File: src/rtl/alu_issue_if.sv
// Instruction handshake and ALU operand/result bus for the alu_issue stage.
// The master side is whoever feeds instructions and hosts the ALU; the slave
// side is the issue stage itself.
interface alu_issue_if #(
   parameter int WIDTH = 4
);
   logic [7:0]       instr;
   logic             instr_valid;
   logic             instr_ready;
   logic [WIDTH-1:0] ALU_A;
   logic [WIDTH-1:0] ALU_B;
   logic             alu_sel;
   logic [WIDTH-1:0] ALU_RES;

   modport master (
      output instr,
      output instr_valid,
      output ALU_RES,
      input  instr_ready,
      input  ALU_A,
      input  ALU_B,
      input  alu_sel
   );

   modport slave (
      input  instr,
      input  instr_valid,
      input  ALU_RES,
      output instr_ready,
      output ALU_A,
      output ALU_B,
      output alu_sel
   );
endinterface

File: src/rtl/alu_issue.sv
// Issue/writeback stage wrapped around a combinational 4-bit ADD/NAND ALU.
// Holds a 4-entry register file, registers ALU operands at accept so the ALU
// gets a full cycle to settle, then writes the result back on the next edge.
module alu_issue #(
   parameter int WIDTH     = 4,
   parameter int RESET_VAL = 0
) (
   input  logic             clk,
   input  logic             rst_n,
   alu_issue_if.slave       bus,
   output logic             done,
   output logic             Z,
   input  logic [1:0]       dbg_addr,
   output logic [WIDTH-1:0] dbg_data
);

   localparam logic [1:0] OP_LDI = 2'b10;

   typedef enum logic {
      IDLE,
      EXEC
   } state_t;

   state_t           r_state;
   state_t           w_next;
   logic             w_ready;
   logic             w_accept;
   logic             w_isAlu;

   logic [WIDTH-1:0] r_regs [4];
   logic [WIDTH-1:0] r_aluA;
   logic [WIDTH-1:0] r_aluB;
   logic             r_aluSel;
   logic [1:0]       r_rd;
   logic             r_done;
   logic             r_z;

   logic [1:0]       w_op;
   logic [1:0]       w_rd;
   logic [1:0]       w_rs1;
   logic [1:0]       w_rs2;
   logic [WIDTH-1:0] w_imm;

   assign w_op  = bus.instr[7:6];
   assign w_rd  = bus.instr[5:4];
   assign w_rs1 = bus.instr[3:2];
   assign w_rs2 = bus.instr[1:0];
   assign w_imm = WIDTH'(bus.instr[3:0]);

   // State register: EXEC always lasts exactly one cycle.
   always_ff @(posedge clk or negedge rst_n) begin
      if (!rst_n) begin
         r_state <= IDLE;
      end else begin
         r_state <= w_next;
      end
   end

   // Next-state and handshake decode; ADD/NAND (op[1]==0) go to EXEC, LDI/NOP retire at once.
   always_comb begin
      w_next   = r_state;
      w_ready  = 1'b0;
      w_accept = 1'b0;
      w_isAlu  = 1'b0;
      case (r_state)
         IDLE: begin
            w_ready = 1'b1;
            if (bus.instr_valid) begin
               w_accept = 1'b1;
               if (!w_op[1]) begin
                  w_isAlu = 1'b1;
                  w_next  = EXEC;
               end
            end
         end
         EXEC: begin
            w_next = IDLE;
         end
         default: begin
            w_next = IDLE;
         end
      endcase
   end

   // Register file: LDI writes at accept, ALU result writes at the closing edge of EXEC.
   always_ff @(posedge clk or negedge rst_n) begin
      if (!rst_n) begin
         for (int i = 0; i < 4; i++) begin
            r_regs[i] <= WIDTH'(RESET_VAL);
         end
      end else if (r_state == EXEC) begin
         r_regs[r_rd] <= bus.ALU_RES;
      end else if (w_accept && (w_op == OP_LDI)) begin
         r_regs[w_rd] <= w_imm;
      end
   end

   // Operand capture at ALU accept; values are held afterwards so the ALU input stays stable.
   always_ff @(posedge clk or negedge rst_n) begin
      if (!rst_n) begin
         r_aluA   <= '0;
         r_aluB   <= '0;
         r_aluSel <= 1'b0;
         r_rd     <= 2'b00;
      end else if (w_isAlu) begin
         r_aluA   <= r_regs[w_rs1];
         r_aluB   <= r_regs[w_rs2];
         r_aluSel <= w_op[0];
         r_rd     <= w_rd;
      end
   end

   // Retire pulse and zero flag; only ALU writebacks touch Z.
   always_ff @(posedge clk or negedge rst_n) begin
      if (!rst_n) begin
         r_done <= 1'b0;
         r_z    <= 1'b0;
      end else begin
         r_done <= (w_accept && !w_isAlu) || (r_state == EXEC);
         if (r_state == EXEC) begin
            r_z <= (bus.ALU_RES == '0);
         end
      end
   end

   assign bus.instr_ready = w_ready;
   assign bus.ALU_A       = r_aluA;
   assign bus.ALU_B       = r_aluB;
   assign bus.alu_sel     = r_aluSel;
   assign done            = r_done;
   assign Z               = r_z;
   assign dbg_data        = r_regs[dbg_addr];

endmodule

File: src/flat_wrapper.sv
// flat-port wrapper written by rule: the top's interface ports become plain ports
module alu_issue_flat 
#(
   parameter int WIDTH     = 4,
   parameter int RESET_VAL = 0
)
  (clk, rst_n, done, Z, dbg_addr, dbg_data, bus_instr, bus_instr_valid, bus_ALU_RES, bus_instr_ready, bus_ALU_A, bus_ALU_B, bus_alu_sel);
  alu_issue_if #(.WIDTH(WIDTH)) bus_i ();
  input  logic clk;
  input  logic rst_n;
  output logic done;
  output logic Z;
  input  logic [1:0] dbg_addr;
  output logic [WIDTH-1:0] dbg_data;
  input wire logic [$bits(bus_i.instr)-1:0] bus_instr;
  input wire logic [$bits(bus_i.instr_valid)-1:0] bus_instr_valid;
  input wire logic [$bits(bus_i.ALU_RES)-1:0] bus_ALU_RES;
  output wire logic [$bits(bus_i.instr_ready)-1:0] bus_instr_ready;
  output wire logic [$bits(bus_i.ALU_A)-1:0] bus_ALU_A;
  output wire logic [$bits(bus_i.ALU_B)-1:0] bus_ALU_B;
  output wire logic [$bits(bus_i.alu_sel)-1:0] bus_alu_sel;
  assign bus_i.instr = bus_instr;
  assign bus_i.instr_valid = bus_instr_valid;
  assign bus_i.ALU_RES = bus_ALU_RES;
  assign bus_instr_ready = bus_i.instr_ready;
  assign bus_ALU_A = bus_i.ALU_A;
  assign bus_ALU_B = bus_i.ALU_B;
  assign bus_alu_sel = bus_i.alu_sel;
  alu_issue #(.WIDTH(WIDTH), .RESET_VAL(RESET_VAL)) u_core (.clk(clk), .rst_n(rst_n), .bus(bus_i), .done(done), .Z(Z), .dbg_addr(dbg_addr), .dbg_data(dbg_data));
endmodule
File: config.mk
export PLATFORM = sky130hd
export DESIGN_NAME = alu_issue_flat
export DESIGN_NICKNAME = d
export VERILOG_FILES = /design/src/rtl/alu_issue_if.sv /design/src/rtl/alu_issue.sv /design/src/flat_wrapper.sv
export SDC_FILE = /design/constraint.sdc
export NUM_CORES = 1
export LEC_CHECK = 0
export ABC_AREA = 1
export ABC_CLOCK_PERIOD_IN_PS = 1600
export CAP_MARGIN = 15
export CORE_ASPECT_RATIO = 1.75
export CORE_MARGIN = 3
export CORE_UTILIZATION = 50
export DETAILED_ROUTE_END_ITERATION = 7
export PLACE_DENSITY_LB_ADDON = 0.08
export SLEW_MARGIN = 25
export SYNTH_ARGS = -nofsm -noshare
export SYNTH_HDL_FRONTEND = slang
export SYNTH_SLANG_ARGS = --single-unit
export TNS_END_PERCENT = 30
File: constraint.sdc
create_clock -name clk -period 1.6 [get_ports clk]
set_input_delay 0.16 -clock clk [delete_from_list [all_inputs] [get_ports clk]]
set_output_delay 0.16 -clock clk [all_outputs]
set_load 0.02 [all_outputs]
==> run metrics, run 1 <==
CTS hold repair buffers=0; Via density=5.24; Synth Net Count=326; RR Startpoint=u_core.r_state; final setup TNS=0 ps; flop2flop setup slack=270 ps; DR iter-0 viols=74; H-Tree Depth=2; die area=4680 um^2; Synth Flop Type=dfrtp_1; Sw Share=0.340; Final #Nets=365; Initial Util=0.528; Metal-1 WL=2000 um; Pint=0.00163 W; post-synthesis cell type count=17; Syn Inst Count=309; top cell type by total area after synthesis=dfrtp_1; Tmin final=1540 ps; sequential share of power=0.398; Worst-Skew Late Latency=280 ps; Rows=29; cell area after layout=2430 um^2; number of diodes=0; Met3 Routed Length=276 um; most frequent cell after synthesis=nand2_1; Pre-antenna DRT Iters=5; CP Capture Type=output pin; RSZ-0062 raised after global routing=false; critical-path cell list=inv_2 > clkdlybuf4s50_1; Psw=0.000839 W; first-pass GRT wire length=8940 um; Crit Path Class=flop to output pin; P_leak=1.37 nW; total track usage=0.260; CP max stage cell=clkdlybuf4s50_1; chip width=53.0 um; R2R depth=5; Slew Viols, Final=0; period utilization=0.963; final hold violations=0; Yosys Warn Count=0; via count=2,069; Async SR Flop Fraction=1.00; pin count of the biggest net entering global routing=31; delay of the slowest critical-path stage=610 ps; GRT overflow=0; Yosys top cell area share=0.388; Syn-to-layout area delta=25.7%; Worst EP required=1440 ps; Post-synth top cells=nand2_1, nand3_1, dfrtp_1; initial antenna violation count=0; Yosys reg bits=30; CTS buffer count=5; layout cells sized above 1=0.0974; final setup margin=58.6 ps; number of synthesized flops with an enable pin=0; maximum VDD drop=0.632 mV; post-CTS setup buffer count=0; dpl ws=-191 ps; Cell Area, Synth=1930 um^2; clock sinks=30; DR top layer=met4; instance area after placement=2330 um^2; WL final=5300 um; GPL Wtd Cong=0.965; CP Max Fanout=5; sequential area share after synthesis=0.388; status=completed; critical path startpoint category=flop; max_cap viols=0; Clk network pwr share=0.308; routed length per placed instance=13.4 um; Clock Tree Root=clkbuf_8; setup violators final=0; Post-route DRC=0; syn avg cell area=6.26 um^2; Setup Skew=3.88 ps; clock slew at reported path FFs=70 ps; Placeable Area=3660 um^2; fin util=0.663; clock buffer depth=2; CTS tree=yes; Worst Path Arrival=1380 ps; combinational cell fraction of total power=0.295; r2r endpoint=u_core.r_regs[8]; Worst Hold Class=input pin to async pin; number of global-route vias before repair=2,030; FMAX=649 MHz; top cells by area, synth=dfrtp_1, nand2_1, nand3_1; pwr/cell area=1020 nW/um^2; Port Buffers=32; DP Wirelength=4080 um; IO Count=33; Slew @ Worst Pin=384 ps; antenna-violating nets left=0; Die Height=88.3 um; Rel. slew slack=0.744; met2 wire length=2870 um
[worst max path at each step]
stage | start | end | cells after the start
after floorplan | u_core.r_state | u_core.bus.alu_sel | 6
after global placement | dbg_addr[0] | dbg_data[2] | 6
after detailed placement | dbg_addr[0] | dbg_data[3] | 6
after CTS | u_core.r_state | bus_instr_ready | 2
after global routing | dbg_addr[0] | dbg_data[3] | 6
final | u_core.r_state | bus_instr_ready | 2
[registers in the layout, summed over array words and instances (netlist names)]
name / count
u_core.Z: 1
u_core.bus.ALU_A: 4
u_core.bus.ALU_B: 4
u_core.bus.alu_sel: 1
u_core.done: 1
u_core.r_rd: 2
u_core.r_regs: 16
u_core.r_state: 1
[power groups by stage]
stage | Combinational, W | Clock [W] | Sequential (W)
after global placement | 0.000727 | 0 | 0.000988
after global routing | 0.000823 | 0.000790 | 0.000993
final | 0.000729 | 0.000760 | 0.000982
after floorplan | 0.000391 | 0 | 0.00102
after detailed placement | 0.000736 | 0 | 0.000993
after CTS | 0.000730 | 0.000762 | 0.000979
[metal layers]
metal	vias up	global-route usage
met3	15	0.0489
met4	0	0.121
met5	-	0
met2	74	0.473
met1	949	0.281
li1	1031	-
[final cells by class]
type / instances / area, um^2
fill: 349 / 1230
clock buffer: 5 / 68.8
clock inverter: 3 / 40.0
sequential: 30 / 751
inverter: 31 / 116
tap: 46 / 57.6
multi-input combinational: 239 / 1020
timing repair buffer: 41 / 382
[layout by cell type, fill, tap and decap left out, drive strengths merged]
master,count
a21oi,4
buf,9
bufinv,1
clkbuf,6
clkdlybuf4s15,2
clkdlybuf4s50,28
clkinv,4
dfrtp,30
dlygate4sd2,1
inv,29
nand2,176
nand3,33
nor2,12
o211ai,4
o21ai,10
[kinds of logic (layout without fill, tap and decap cells)]
kind of cell,count (synthesis),in the layout,synth area share
and+or+nand+nor,221,221,0.473
buffers and inverters,40,80,0.0867
DFF,30,30,0.388
AOI/OAI and AO/OA,18,18,0.0517
[worst max-delay path, delay by kind of cell (launching register included)]
kind	cells	cell delay, ps
buf+inv	2	710
flops	1	390
[what timing repair did]
action                                  4_1_cts  5_1_grt
endpoints found under the setup margin        4        3
gates resized for setup                       4        4
endpoints found under the hold margin         0        0
[stage by stage]
step	power, W	instances	hold WS, ps
finish	0.00247	395	266
global route	0.00261	395	295
CTS	0.00247	395	285
detailed placement	0.00173	387	462
global placement	0.00171	387	459
floorplan	0.00141	309	-136
(Power assumes the default switching activity.)
==> inputs of run 2 (changes only) <==
--- a/config.mk
+++ b/config.mk
@@ -7,10 +7,10 @@
 export LEC_CHECK = 0
 export ABC_AREA = 1
 export ABC_CLOCK_PERIOD_IN_PS = 1600
-export CAP_MARGIN = 15
+export CAP_MARGIN = 20
 export CORE_ASPECT_RATIO = 1.75
 export CORE_MARGIN = 3
-export CORE_UTILIZATION = 50
+export CORE_UTILIZATION = 38
 export DETAILED_ROUTE_END_ITERATION = 7
 export PLACE_DENSITY_LB_ADDON = 0.08
 export SLEW_MARGIN = 25
==> run 2 against run 1 <==
Clock power fell by 13%. Die area rose by 29%. Final cell count rose by 2.0%. Wire length rose by 4.8%. Register-to-register slack improved by 30 ps. Non-clock buffer count rose by 2. First-iteration DRC count rose by 2.7%. Sequential share of layout area fell by 0.13 points. Sequential cell count did not move. Critical path type is now input pin to output pin. Largest cell class unchanged. Largest power group unchanged.
==> run metrics, run 2 (synthesis gave the netlist of run 1 again) <==
grt met3 use=0.0322; most common cell after layout, fill and taps aside=nand2_1; status=completed; CTS tree=yes; Worst-Skew Late Latency=290 ps; RSZ-0062 raised after global routing=true; maximum VDD drop=0.558 mV; H-Tree Depth=2; Hold WS=271 ps; Slew Viols, Final=0; die area=6020 um^2; pwr/cell area=967 nW/um^2; IO Count=33; setup violators final=0; first-pass GRT wire length=9110 um; number of global-route vias before repair=1,970; GRT busiest layer=met2; initial antenna violation count=0; GR met2 Demand/Resource=0.343; Clock Tree Root=clkbuf_8; Placeable Area=4790 um^2; clock sinks=30; layout cells sized above 1=0.0997; Worst Hold Class=input pin to async pin; Worst EP required=1440 ps; final setup margin=78.9 ps; Via density=5.03; number of flip-flops in the largest register=16; antenna-violating nets left=0; routed length per placed instance=13.8 um; DP Wirelength=4060 um; Crit Path Class=input pin to output pin; Rel. slew slack=0.734; non-filler cells, final=403; Final #Nets=367; Worst Path Arrival=1360 ps; Port Buffers=32; register name with the most flops=u_core.r_regs; total track usage=0.204; period utilization=0.951; GPL Wtd Cong=0.858; max_cap viols=0; most frequent cells in the layout=nand2_1, nand3_1, dfrtp_1; Setup Skew=6.13 ps; CTS buffer count=5; met1 Use GR=0.234; clock slew at reported path FFs=70 ps; Syn-to-layout area delta=26.2%; via count=2,029; final hold violations=0; Pre-antenna DRT Iters=4; P_leak=1.39 nW; WL final=5560 um; FMAX=657 MHz; Initial Util=0.404; critical path startpoint category=input pin; GRT overflow=0; clock buffer depth=2; R2R depth=6; CTS hold repair buffers=0; chip width=59.9 um; Rows=33; final setup TNS=0 ps; Slew @ Worst Pin=399 ps; Die Height=100 um; Placed Cells=395; CP Max Fanout=8; Post-route DRC=0; CP Capture Type=output pin; DR iter-0 viols=76; pin count of the biggest net entering global routing=31; number of diodes=0; Tmin final=1520 ps; dpl ws=-212 ps
[run 2: cell types whose count changed in the layout (fill, tap and decap cells not counted), sizes merged]
| cell | delta |
|---|---|
| bufinv | -1 |
| clkbuf | +2 |
| clkinv | -1 |
| dlymetal6s2s | +2 |
| clkdlybuf4s50 | -2 |
| buf | +2 |
[run 2: cell type report]
class                           count  area (um^2)
Clock buffer                        7         86.3
Timing Repair Buffer               43          402
Tap cell                           52         65.1
Multi-Input combinational cell    239         1020
Inverter                           31          116
Sequential cell                    30          751
Clock inverter                      1         5.00
Fill cell                         494         2350
[run 2: final timing paths]
path | slack, ps | start | endpoint
setup / recovery | 80 | dbg_addr[0] | dbg_data[1]
hold / removal | 270 | rst_n | u_core.r_regs[9]
setup reg to reg | 300 | u_core.r_state | u_core.r_regs[10]
hold reg to reg | 480 | u_core.bus.ALU_A[0] | u_core.bus.ALU_A[0]
max in group asynchronous | 1040 | rst_n | u_core.bus.ALU_B[1]
min in group clk | 480 | u_core.bus.ALU_A[0] | u_core.bus.ALU_A[0]
[run 2: routing by layer]
metal / vias up / wire length, um
li1: 1031 / -
met1: 916 / 2190
met2: 66 / 2860
met3: 16 / 328
met4: 0 / 178
met5: - / 0
[run 2: worst max-delay path: stages]
cell,delay (ps)
clkdlybuf4s50_1,430
buf_4,170
a21oi_1,130
o21ai_0,90
nand2_1,80
clkdlybuf4s15_1,300
[run 2: where the power goes]
group | internal, W | total [W] | switching, W
Clock | 0.000347 | 0.000660 | 0.000312
Sequential | 0.000886 | 0.000979 | 0.0000926
Combinational | 0.000291 | 0.000722 | 0.000432
[run 2: timing repair]
item / in CTS / in global routing
gates resized for setup: 4 / 6
hold endpoints to repair: 0 / 0
buffers inserted: 0 / 0
setup endpoints to repair: 4 / 5
[run 2: through the flow]
step | power, W | area (um^2) | utilization
global route | 0.00251 | 2440 | 0.510
finish | 0.00236 | 2440 | 0.510
CTS | 0.00237 | 2440 | 0.509
floorplan | 0.00141 | 1930 | -
global placement | 0.00172 | 2350 | 0.491
detailed placement | 0.00173 | 2350 | 0.491
